### src/rtl/logic_unit_arbiter_pkg.sv
// logic_unit_arbiter_pkg
//   Shared definitions for the two-requester bitwise logic unit arbiter:
//   opcode encodings and the controller state encoding.
package logic_unit_arbiter_pkg;

    localparam int OPW_DEFAULT = 2;

    // Opcode encodings for the shared bitwise unit.
    localparam logic [1:0] OP_AND = 2'b00;  // a & b
    localparam logic [1:0] OP_OR  = 2'b01;  // a | b
    localparam logic [1:0] OP_XOR = 2'b10;  // a ^ b
    localparam logic [1:0] OP_NOR = 2'b11;  // ~(a | b)

    // IDLE accepts a new operation; HOLD presents a result until its owner takes it.
    typedef enum logic {
        ST_IDLE = 1'b0,
        ST_HOLD = 1'b1
    } state_t;

endpackage

### src/rtl/logic_unit_arbiter_rr_arbiter_2.sv
// rr_arbiter_2
//   Two-requester round-robin grant logic, purely combinational.
//   When both requesters are valid, the one named by prio wins; a lone
//   requester always wins. No grant is issued while enable is low.
// Ports:
//   valid0, valid1 : request valid from requester 0 / 1
//   prio           : requester favoured when both are valid
//   enable         : arbitration allowed this cycle
//   grant[1:0]     : one-hot grant (or all zero)
module rr_arbiter_2 (
    input  logic       valid0,
    input  logic       valid1,
    input  logic       prio,
    input  logic       enable,
    output logic [1:0] grant
);

    always_comb begin
        grant[0] = enable & valid0 & (~valid1 | ~prio);
        grant[1] = enable & valid1 & (~valid0 |  prio);
    end

endmodule

### src/rtl/logic_unit_arbiter.sv
// logic_unit_arbiter
//   Shares one WIDTH-bit bitwise logic unit (AND/OR/XOR/NOR) between two
//   requesters. An accepted operation is computed combinationally and
//   captured into a single result register, which is held until the owning
//   requester accepts it. At most one operation every two cycles.
// Ports:
//   clock, reset               : rising-edge clock, synchronous active-high reset
//   reqN_valid/ready/op/a/b    : request handshake and operands, N = 0, 1
//   respN_valid/ready          : response handshake, N = 0, 1
//   resp_data                  : shared registered result
//   busy                       : high while a result is held (HOLD)
module logic_unit_arbiter
    import logic_unit_arbiter_pkg::*;
#(
    parameter int WIDTH = 32,
    parameter int OPW   = OPW_DEFAULT
) (
    input  logic             clock,
    input  logic             reset,
    input  logic             req0_valid,
    output logic             req0_ready,
    input  logic [OPW-1:0]   req0_op,
    input  logic [WIDTH-1:0] req0_a,
    input  logic [WIDTH-1:0] req0_b,
    input  logic             req1_valid,
    output logic             req1_ready,
    input  logic [OPW-1:0]   req1_op,
    input  logic [WIDTH-1:0] req1_a,
    input  logic [WIDTH-1:0] req1_b,
    output logic             resp0_valid,
    input  logic             resp0_ready,
    output logic             resp1_valid,
    input  logic             resp1_ready,
    output logic [WIDTH-1:0] resp_data,
    output logic             busy
);

    state_t           state_q, state_d;
    logic             owner_q, owner_d;
    logic             prio_q, prio_d;
    logic [WIDTH-1:0] data_q, data_d;

    logic [1:0]       grant;
    logic [OPW-1:0]   sel_op;
    logic [WIDTH-1:0] sel_a, sel_b;
    logic [WIDTH-1:0] and_res, or_res, xor_res, result;

    rr_arbiter_2 u_arb (
        .valid0 (req0_valid),
        .valid1 (req1_valid),
        .prio   (prio_q),
        .enable (state_q == ST_IDLE),
        .grant  (grant)
    );

    assign req0_ready = grant[0];
    assign req1_ready = grant[1];

    // Operand select from the granted requester; the unit itself is shared.
    always_comb begin
        sel_op = grant[1] ? req1_op : req0_op;
        sel_a  = grant[1] ? req1_a  : req0_a;
        sel_b  = grant[1] ? req1_b  : req0_b;
    end

    // Bitwise unit: NOR reuses the OR output inverted.
    assign and_res = sel_a & sel_b;
    assign or_res  = sel_a | sel_b;
    assign xor_res = sel_a ^ sel_b;

    always_comb begin
        unique case (sel_op[1:0])
            OP_AND:  result = and_res;
            OP_OR:   result = or_res;
            OP_XOR:  result = xor_res;
            default: result = ~or_res;
        endcase
    end

    // NOTE: every variable gets its hold value first so no path leaves it
    // unassigned; otherwise synthesis infers a latch.
    always_comb begin
        state_d = state_q;
        owner_d = owner_q;
        prio_d  = prio_q;
        data_d  = data_q;
        unique case (state_q)
            ST_IDLE: begin
                if (|grant) begin
                    state_d = ST_HOLD;
                    owner_d = grant[1];
                    prio_d  = ~grant[1];
                    data_d  = result;
                end
            end
            ST_HOLD: begin
                // Only the owner's ready releases the result.
                if (owner_q ? resp1_ready : resp0_ready)
                    state_d = ST_IDLE;
            end
            default: state_d = ST_IDLE;
        endcase
    end

    // NOTE: sequential state uses non-blocking assignments so every register
    // samples its pre-edge value regardless of statement order.
    always_ff @(posedge clock) begin
        if (reset) begin
            state_q <= ST_IDLE;
            owner_q <= 1'b0;
            prio_q  <= 1'b0;
            data_q  <= '0;
        end else begin
            state_q <= state_d;
            owner_q <= owner_d;
            prio_q  <= prio_d;
            data_q  <= data_d;
        end
    end

    assign busy        = (state_q == ST_HOLD);
    assign resp0_valid = busy & ~owner_q;
    assign resp1_valid = busy &  owner_q;
    assign resp_data   = data_q;

endmodule
### config.mk
export PLATFORM = sky130hd
export DESIGN_NAME = logic_unit_arbiter
export DESIGN_NICKNAME = d
export VERILOG_FILES = /design/src/rtl/logic_unit_arbiter_pkg.sv /design/src/rtl/logic_unit_arbiter_rr_arbiter_2.sv /design/src/rtl/logic_unit_arbiter.sv
export SDC_FILE = /design/constraint.sdc
export NUM_CORES = 1
export LEC_CHECK = 0
export BUFFER_PORTS_ARGS = -buffer_cell sky130_fd_sc_hd__buf_4
export CAP_MARGIN = 20
export CELL_PAD_IN_SITES_DETAIL_PLACEMENT = 0
export CELL_PAD_IN_SITES_GLOBAL_PLACEMENT = 1
export CORE_MARGIN = 4
export CORE_UTILIZATION = 38
export DETAILED_ROUTE_END_ITERATION = 16
export GPL_TIMING_DRIVEN = 0
export PLACE_DENSITY = 0.83
export SLEW_MARGIN = 5
export SYNTH_ARGS = -nofsm -noshare
export SYNTH_HDL_FRONTEND = slang
export SYNTH_SLANG_ARGS = --single-unit
### constraint.sdc
create_clock -name clock -period 3.55 [get_ports clock]
set_input_delay 0.5325 -clock clock [delete_from_list [all_inputs] [get_ports clock]]
set_output_delay 0.5325 -clock clock [all_outputs]
set_load 0.01 [all_outputs]
==> results of run 1 <==
[critical path: cells and delay by family]
kind,cells,cell delay (ns)
adder cells (fa/ha/maj),1,0.18
multiplexers,1,0.35
AND/OR/NAND/NOR,3,0.55
buffers and inverters,4,0.95
AO/OA/AOI/OAI,2,0.34
[layout make-up]
cell class | instances | area (um^2)
fill | 956 | 4770
sequential | 35 | 701
buffer | 33 | 171
clock buffer | 6 | 82.6
timing repair buffer | 173 | 1300
inverter | 65 | 244
multi-input combinational | 312 | 2970
tap | 136 | 170
clock inverter | 1 | 5.00
[flip-flops by register name, summed over array words and instances, names as in the netlist]
name       cells
owner_q        1
prio_q         1
busy           1
resp_data     32
[path summary, 6_finish.rpt]
path	from	to	slack (ns)	cells past startpoint
worst max-delay path	req0_valid	resp_data[2]	0.80	11
worst min-delay path	owner_q	owner_q	0.52	2
worst max register to register	busy	resp_data[2]	0.81	10
worst min register to register	owner_q	owner_q	0.52	2
[layer usage]
layer,up-vias,track usage [%]
met2,105,34.7
met4,0,4.62
met1,1773,23.1
li1,1913,-
met5,-,0
met3,9,3.48
[cells in the final DEF, fill, tap and decap left out, types with 11 or more instances in the layout]
cell / count
a2111oi_2: 32
a211oi_1: 32
and3_1: 32
buf_2: 11
buf_4: 173
clkbuf_1: 18
dfxtp_1: 35
ha_1: 64
inv_1: 65
mux2_2: 32
mux2i_1: 33
nor2_1: 39
xor2_1: 32
[logic make-up after synthesis]
kind of cell	Yosys count	share of synthesized area [%]
muxes	65	16.9
AOI/OAI and AO/OA	70	18.7
and+or+nand+nor	81	10.7
xor gates and xnor gates	32	6.86
DFF	35	17.1
buffers and inverters	98	10.2
adders and majority gates	64	19.6
[power groups by stage]
stage | Combinational, mW | Clock, mW | Sequential, mW
final | 0.810 | 0.305 | 0.476
after global routing | 0.899 | 0.330 | 0.484
after CTS | 0.823 | 0.319 | 0.477
after detailed placement | 0.818 | 0 | 0.486
after global placement | 0.797 | 0 | 0.484
after floorplan | 0.473 | 0 | 0.505
[through the flow]
step           hold WS, ns  instances  power (mW)  area (um^2)  util, %
6_report             0.517        761        1.59         5640     54.2
5_1_grt              0.536        761        1.71         5640     54.2
4_1_cts              0.510        761        1.62         5640     54.2
3_5_place_dp         0.510        754        1.30         5560     53.3
3_3_place_gp         0.494        754        1.28         5560     53.3
2_1_floorplan        0.471        445       0.978         4090        -
==> results.yml, run 1 <==
run_status:
  status: "completed"
synth:
  ys_seq_area_share_pct: 17.1
  ys_dominant_reg_cell: "dfxtp_1"
  synth_edf_count: 0
  avgSynthCellArea_um2: 9.19
  ys_types: 27
  syn_inst: 445
  synth_common_cells: "65 x inv_1, 64 x ha_1, 39 x nor2_1, 35 x dfxtp_1, 33 x mux2i_1"
  synth_area_um2: 4090
  yosys-top-cells-area: "ha_1 20%, dfxtp_1 17%, a2111oi_2 12%, mux2_2 8.8%, mux2i_1 8.1%"
  ys_ff_latch: 35
  synth.largest_area_cell: "ha_1"
  synth_most_common_cell: "inv_1"
  synth_top_area_share_pct: 19.6
  ys_warn_count: 0
  synth_nets: 647
  ys_async_sr_fraction_pct: 0
floorplanning:
  coreArea_um2: 10400
  chipWidth_um: 112
  start_util_pct: 39.2
  io_pins: 175
  die_h_um: 112
  dieArea_um2: 12500
  fp-row-count: 37
routing:
  vias: 3800
  firstDrtPassIters: 4
  wl_mm: 12.2
  dr.first_iter.drc_count: 108
  wirelength_met1_mm: 5.25
  drc_errors: 0
  top_layer: "met4"
  ant_nets: 0
  avgViaCountPerCell: 4.99
  dr_wl_met2_mm: 6.21
  avgRoutedWirePerCell_um: 16.1
  wl_met3_um: 625
global_routing:
  grt_pass1_vias: 3963
  grt.overflow.total: 0
  track_usage_pct: 19.1
  grt_pass1_wl_mm: 19.7
  grt_antenna_before_repair: 0
  grt_max_degree: 11
clock_network:
  clock-sinks: 35
  clk_pin_slew_worst_paths_ns: 0.08
  cts_buffers: 5
  postCtsSetupRepairBufs: 0
  cts_tree: "built"
  root_buffer: "clkbuf_8"
  ctsHoldBuffers: 0
  cts_resized: 0
  htree_levels: 2
  clockBufferDepth: 2
  worstSkewPairLatency_ns: 0.29
final_layout:
  drive_above_1_share_pct: 42.4
  final_net_count: 827
  antenna_cells: 0
  area_delta_synth_final_pct: 38.1
setup_path:
  cp_cell_sequence: "buf_4, nor2b_2, nor2_1, buf_2, buf_2, mux2i_1, inv_1, ha_1, and3_1, a211oi_1, a2111oi_2"
  worst_path_max_delay_cell: "buf_2"
  worst_setup_path_start_kind: "primary input"
  critPathKind: "primary input to flop"
  required_ns: 3.70
  critPathMaxStageDelay_ns: 0.43
  cp-end-kind: "flop"
  cp.arrival_ns: 2.90
  crit_fanout: 10
  cp_common_cell: "buf_2"
timing:
  finalSetupTns_ns: 0
  final_max_slew_viol_count: 0
  final.period_utilization_pct: 77.3
  hold_viol: 0
  finalWorstSetupSlack_ns: 0.805
  setup_violations: 0
  max-slew-margin-rel_pct: 48.4
  fin_worst_skew_ns: 0.00329
  rsz0062_at_grt: "no"
  min_period_ns: 2.75
  fmax_mhz: 364
  tightest_slew_ns: 0.774
pwr:
  pwr-share-clk_pct: 19.1
  p_comb_share_pct: 50.9
  seqPwrFrac_pct: 29.9
  peakVddDrop_mv: 0.131
  internal_power_uw: 997
  p_sw_share_pct: 37.3
  p_per_area_nw_per_um2: 282
  p_leak_nw: 2.95
  p_sw_uw: 594
run:
  cap_viol_max_count: 0
worst_hold_path:
  min_path_type: "flop to flop"
placement:
  numPortBuffers: 173
  pre_cts_slack_ns: 0.439
  dp_hpwl_mm: 9.61
  routabilityCongestion: 0.807
Power figures use the tool's default switching activity.
==> run 2: changes to the inputs <==
--- a/config.mk
+++ b/config.mk
@@ -10,10 +10,10 @@
 export CELL_PAD_IN_SITES_DETAIL_PLACEMENT = 0
 export CELL_PAD_IN_SITES_GLOBAL_PLACEMENT = 1
 export CORE_MARGIN = 4
-export CORE_UTILIZATION = 38
+export CORE_UTILIZATION = 36
 export DETAILED_ROUTE_END_ITERATION = 16
 export GPL_TIMING_DRIVEN = 0
-export PLACE_DENSITY = 0.83
+export PLACE_DENSITY = 0.79
 export SLEW_MARGIN = 5
 export SYNTH_ARGS = -nofsm -noshare
 export SYNTH_HDL_FRONTEND = slang
==> constraint.sdc (replaced) <==
create_clock -name clock -period 2.67 [get_ports clock]
set_input_delay 0.4005 -clock clock [delete_from_list [all_inputs] [get_ports clock]]
set_output_delay 0.4005 -clock clock [all_outputs]
set_load 0.01 [all_outputs]
==> run 2 against run 1 <==
Wire length increased by 1.5%; first-iteration DRC count decreased by 24%; sequential cell count unchanged; cell area increased by 1.7%; clock power increased by 100%; cell count increased by 0.66%; largest cell class unchanged.
==> results.yml, run 2 (same netlist as run 1, synthesis figures left out) <==
floorplanning:
  coreArea_um2: 11000
  fp-row-count: 38
  dieArea_um2: 13100
  die_h_um: 115
  io_pins: 175
  chipWidth_um: 115
  start_util_pct: 37.2
timing:
  hold_ws_ns: 0.400
  max-slew-margin-rel_pct: 46.8
  min_period_ns: 2.47
  finalWorstSetupSlack_ns: 0.199
  final_max_slew_viol_count: 0
  tightest_slew_ns: 0.799
  final.period_utilization_pct: 92.6
  setup_violations: 0
  fmax_mhz: 405
  fin_worst_skew_ns: 0.00391
  rsz0062_at_grt: "no"
  hold_viol: 0
setup_path:
  r2r-start: "busy"
  cp-end-kind: "flop"
  reg2reg_depth: 10
  worst_setup_path_start_kind: "flop"
  cp.arrival_ns: 2.59
  crit_fanout: 10
  critPathKind: "flop to flop"
  timing.rr.end: "resp_data[6]"
  r2r_slack_ns: 0.20
  required_ns: 2.79
pwr:
  p_total_mw: 2.34
  p_per_area_nw_per_um2: 408
  peakVddDrop_mv: 0.266
  p_leak_nw: 2.99
clock_network:
  root_buffer: "clkbuf_16"
  ctsHoldBuffers: 0
  cts_tree: "built"
  worstSkewPairLatency_ns: 0.28
  clk_pin_slew_worst_paths_ns: 0.06
  htree_levels: 2
  postCtsSetupRepairBufs: 0
  clock-sinks: 35
  clockBufferDepth: 2
  cts_buffers: 5
worst_hold_path:
  hp-start: "resp1_ready"
  hold_depth: 3
  hold_end: "busy"
  min_path_type: "primary input to flop"
final_layout:
  layout_common_cells: "178 x buf_4, 65 x inv_1, 64 x ha_1"
  largest_register_ffs: 32
  final_net_count: 827
  drive_above_1_share_pct: 43.0
  antenna_cells: 0
  final_common_cell: "buf_4"
  final_area_um2: 5740
  area_delta_synth_final_pct: 40.4
global_routing:
  grt.overflow.total: 0
  grt_max_degree: 11
  grt_pass1_wl_mm: 19.7
  track_usage_pct: 18.6
  grt_pass1_vias: 4042
  grt_antenna_before_repair: 0
routing:
  firstDrtPassIters: 4
  ant_nets: 0
  vias: 3860
  avgRoutedWirePerCell_um: 16.2
  avgViaCountPerCell: 5.04
  drc_errors: 0
  wl_mm: 12.4
  dr.first_iter.drc_count: 82
run_status:
  status: "completed"
placement:
  numPortBuffers: 173
  placed_area_um2: 5560
  pre_cts_slack_ns: -0.301
  dp_hpwl_mm: 9.74
  routabilityCongestion: 0.739
run:
  cap_viol_max_count: 0
## run 2: per-layer routing
metal | vias to the layer above | GRT usage (%) | wire length [um]
met5 | - | 0 | 0
met4 | 0 | 4.83 | 201
met3 | 14 | 2.96 | 626
met2 | 105 | 33.4 | 6200
met1 | 1821 | 23.0 | 5390
li1 | 1920 | - | -
## run 2: worst max path at each step
stage / slack, ns / end / startpoint
final: 0.20 / resp_data[6] / busy
after global routing: 0.03 / resp_data[6] / busy
after CTS: 0.03 / resp_data[23] / busy
after detailed placement: -0.30 / resp_data[15] / req0_valid
after global placement: -0.23 / resp_data[1] / req0_valid
after floorplan: 0.29 / resp_data[16] / req0_valid
## run 2: per-stage QoR
| step | utilization, % | instances | setup TNS (ns) |
|---|---|---|---|
| 3_5_place_dp | 50.6 | 758 | -7.29 |
| 2_1_floorplan | - | 445 | 0 |
| 5_1_grt | 52.3 | 766 | 0 |
| 4_1_cts | 52.2 | 766 | 0 |
| 3_3_place_gp | 50.6 | 758 | -5.08 |
| 6_report | 52.3 | 766 | 0 |
## run 2: area by class of cell
type	count	area [um^2]
tap	140	175
fill	1015	5240
multi-input combinational	312	2980
sequential	35	701
inverter	65	244
timing repair buffer	173	1300
buffer	33	186
clock buffer	8	156
## run 2: where the power goes
group / internal (mW) / switching (mW)
Sequential: 0.594 / 0.0420
Clock: 0.398 / 0.224
Combinational: 0.535 / 0.548
## run 2: what timing repair did
| item | in CTS | in global routing |
|---|---|---|
| pin swaps | 0 | 0 |
| setup endpoints to repair | 30 | 30 |
| resized for setup | 6 | 5 |
## run 2: critical path, cell delays in order, from the launching register on
cell and delay, ns:
dfxtp_1 0.36, nand2b_4 0.18, nor2_2 0.16, buf_4 0.23
buf_4 0.28, mux2i_1 0.35, inv_1 0.08, ha_1 0.17
and3_1 0.14, a211oi_1 0.27, a2111oi_2 0.09
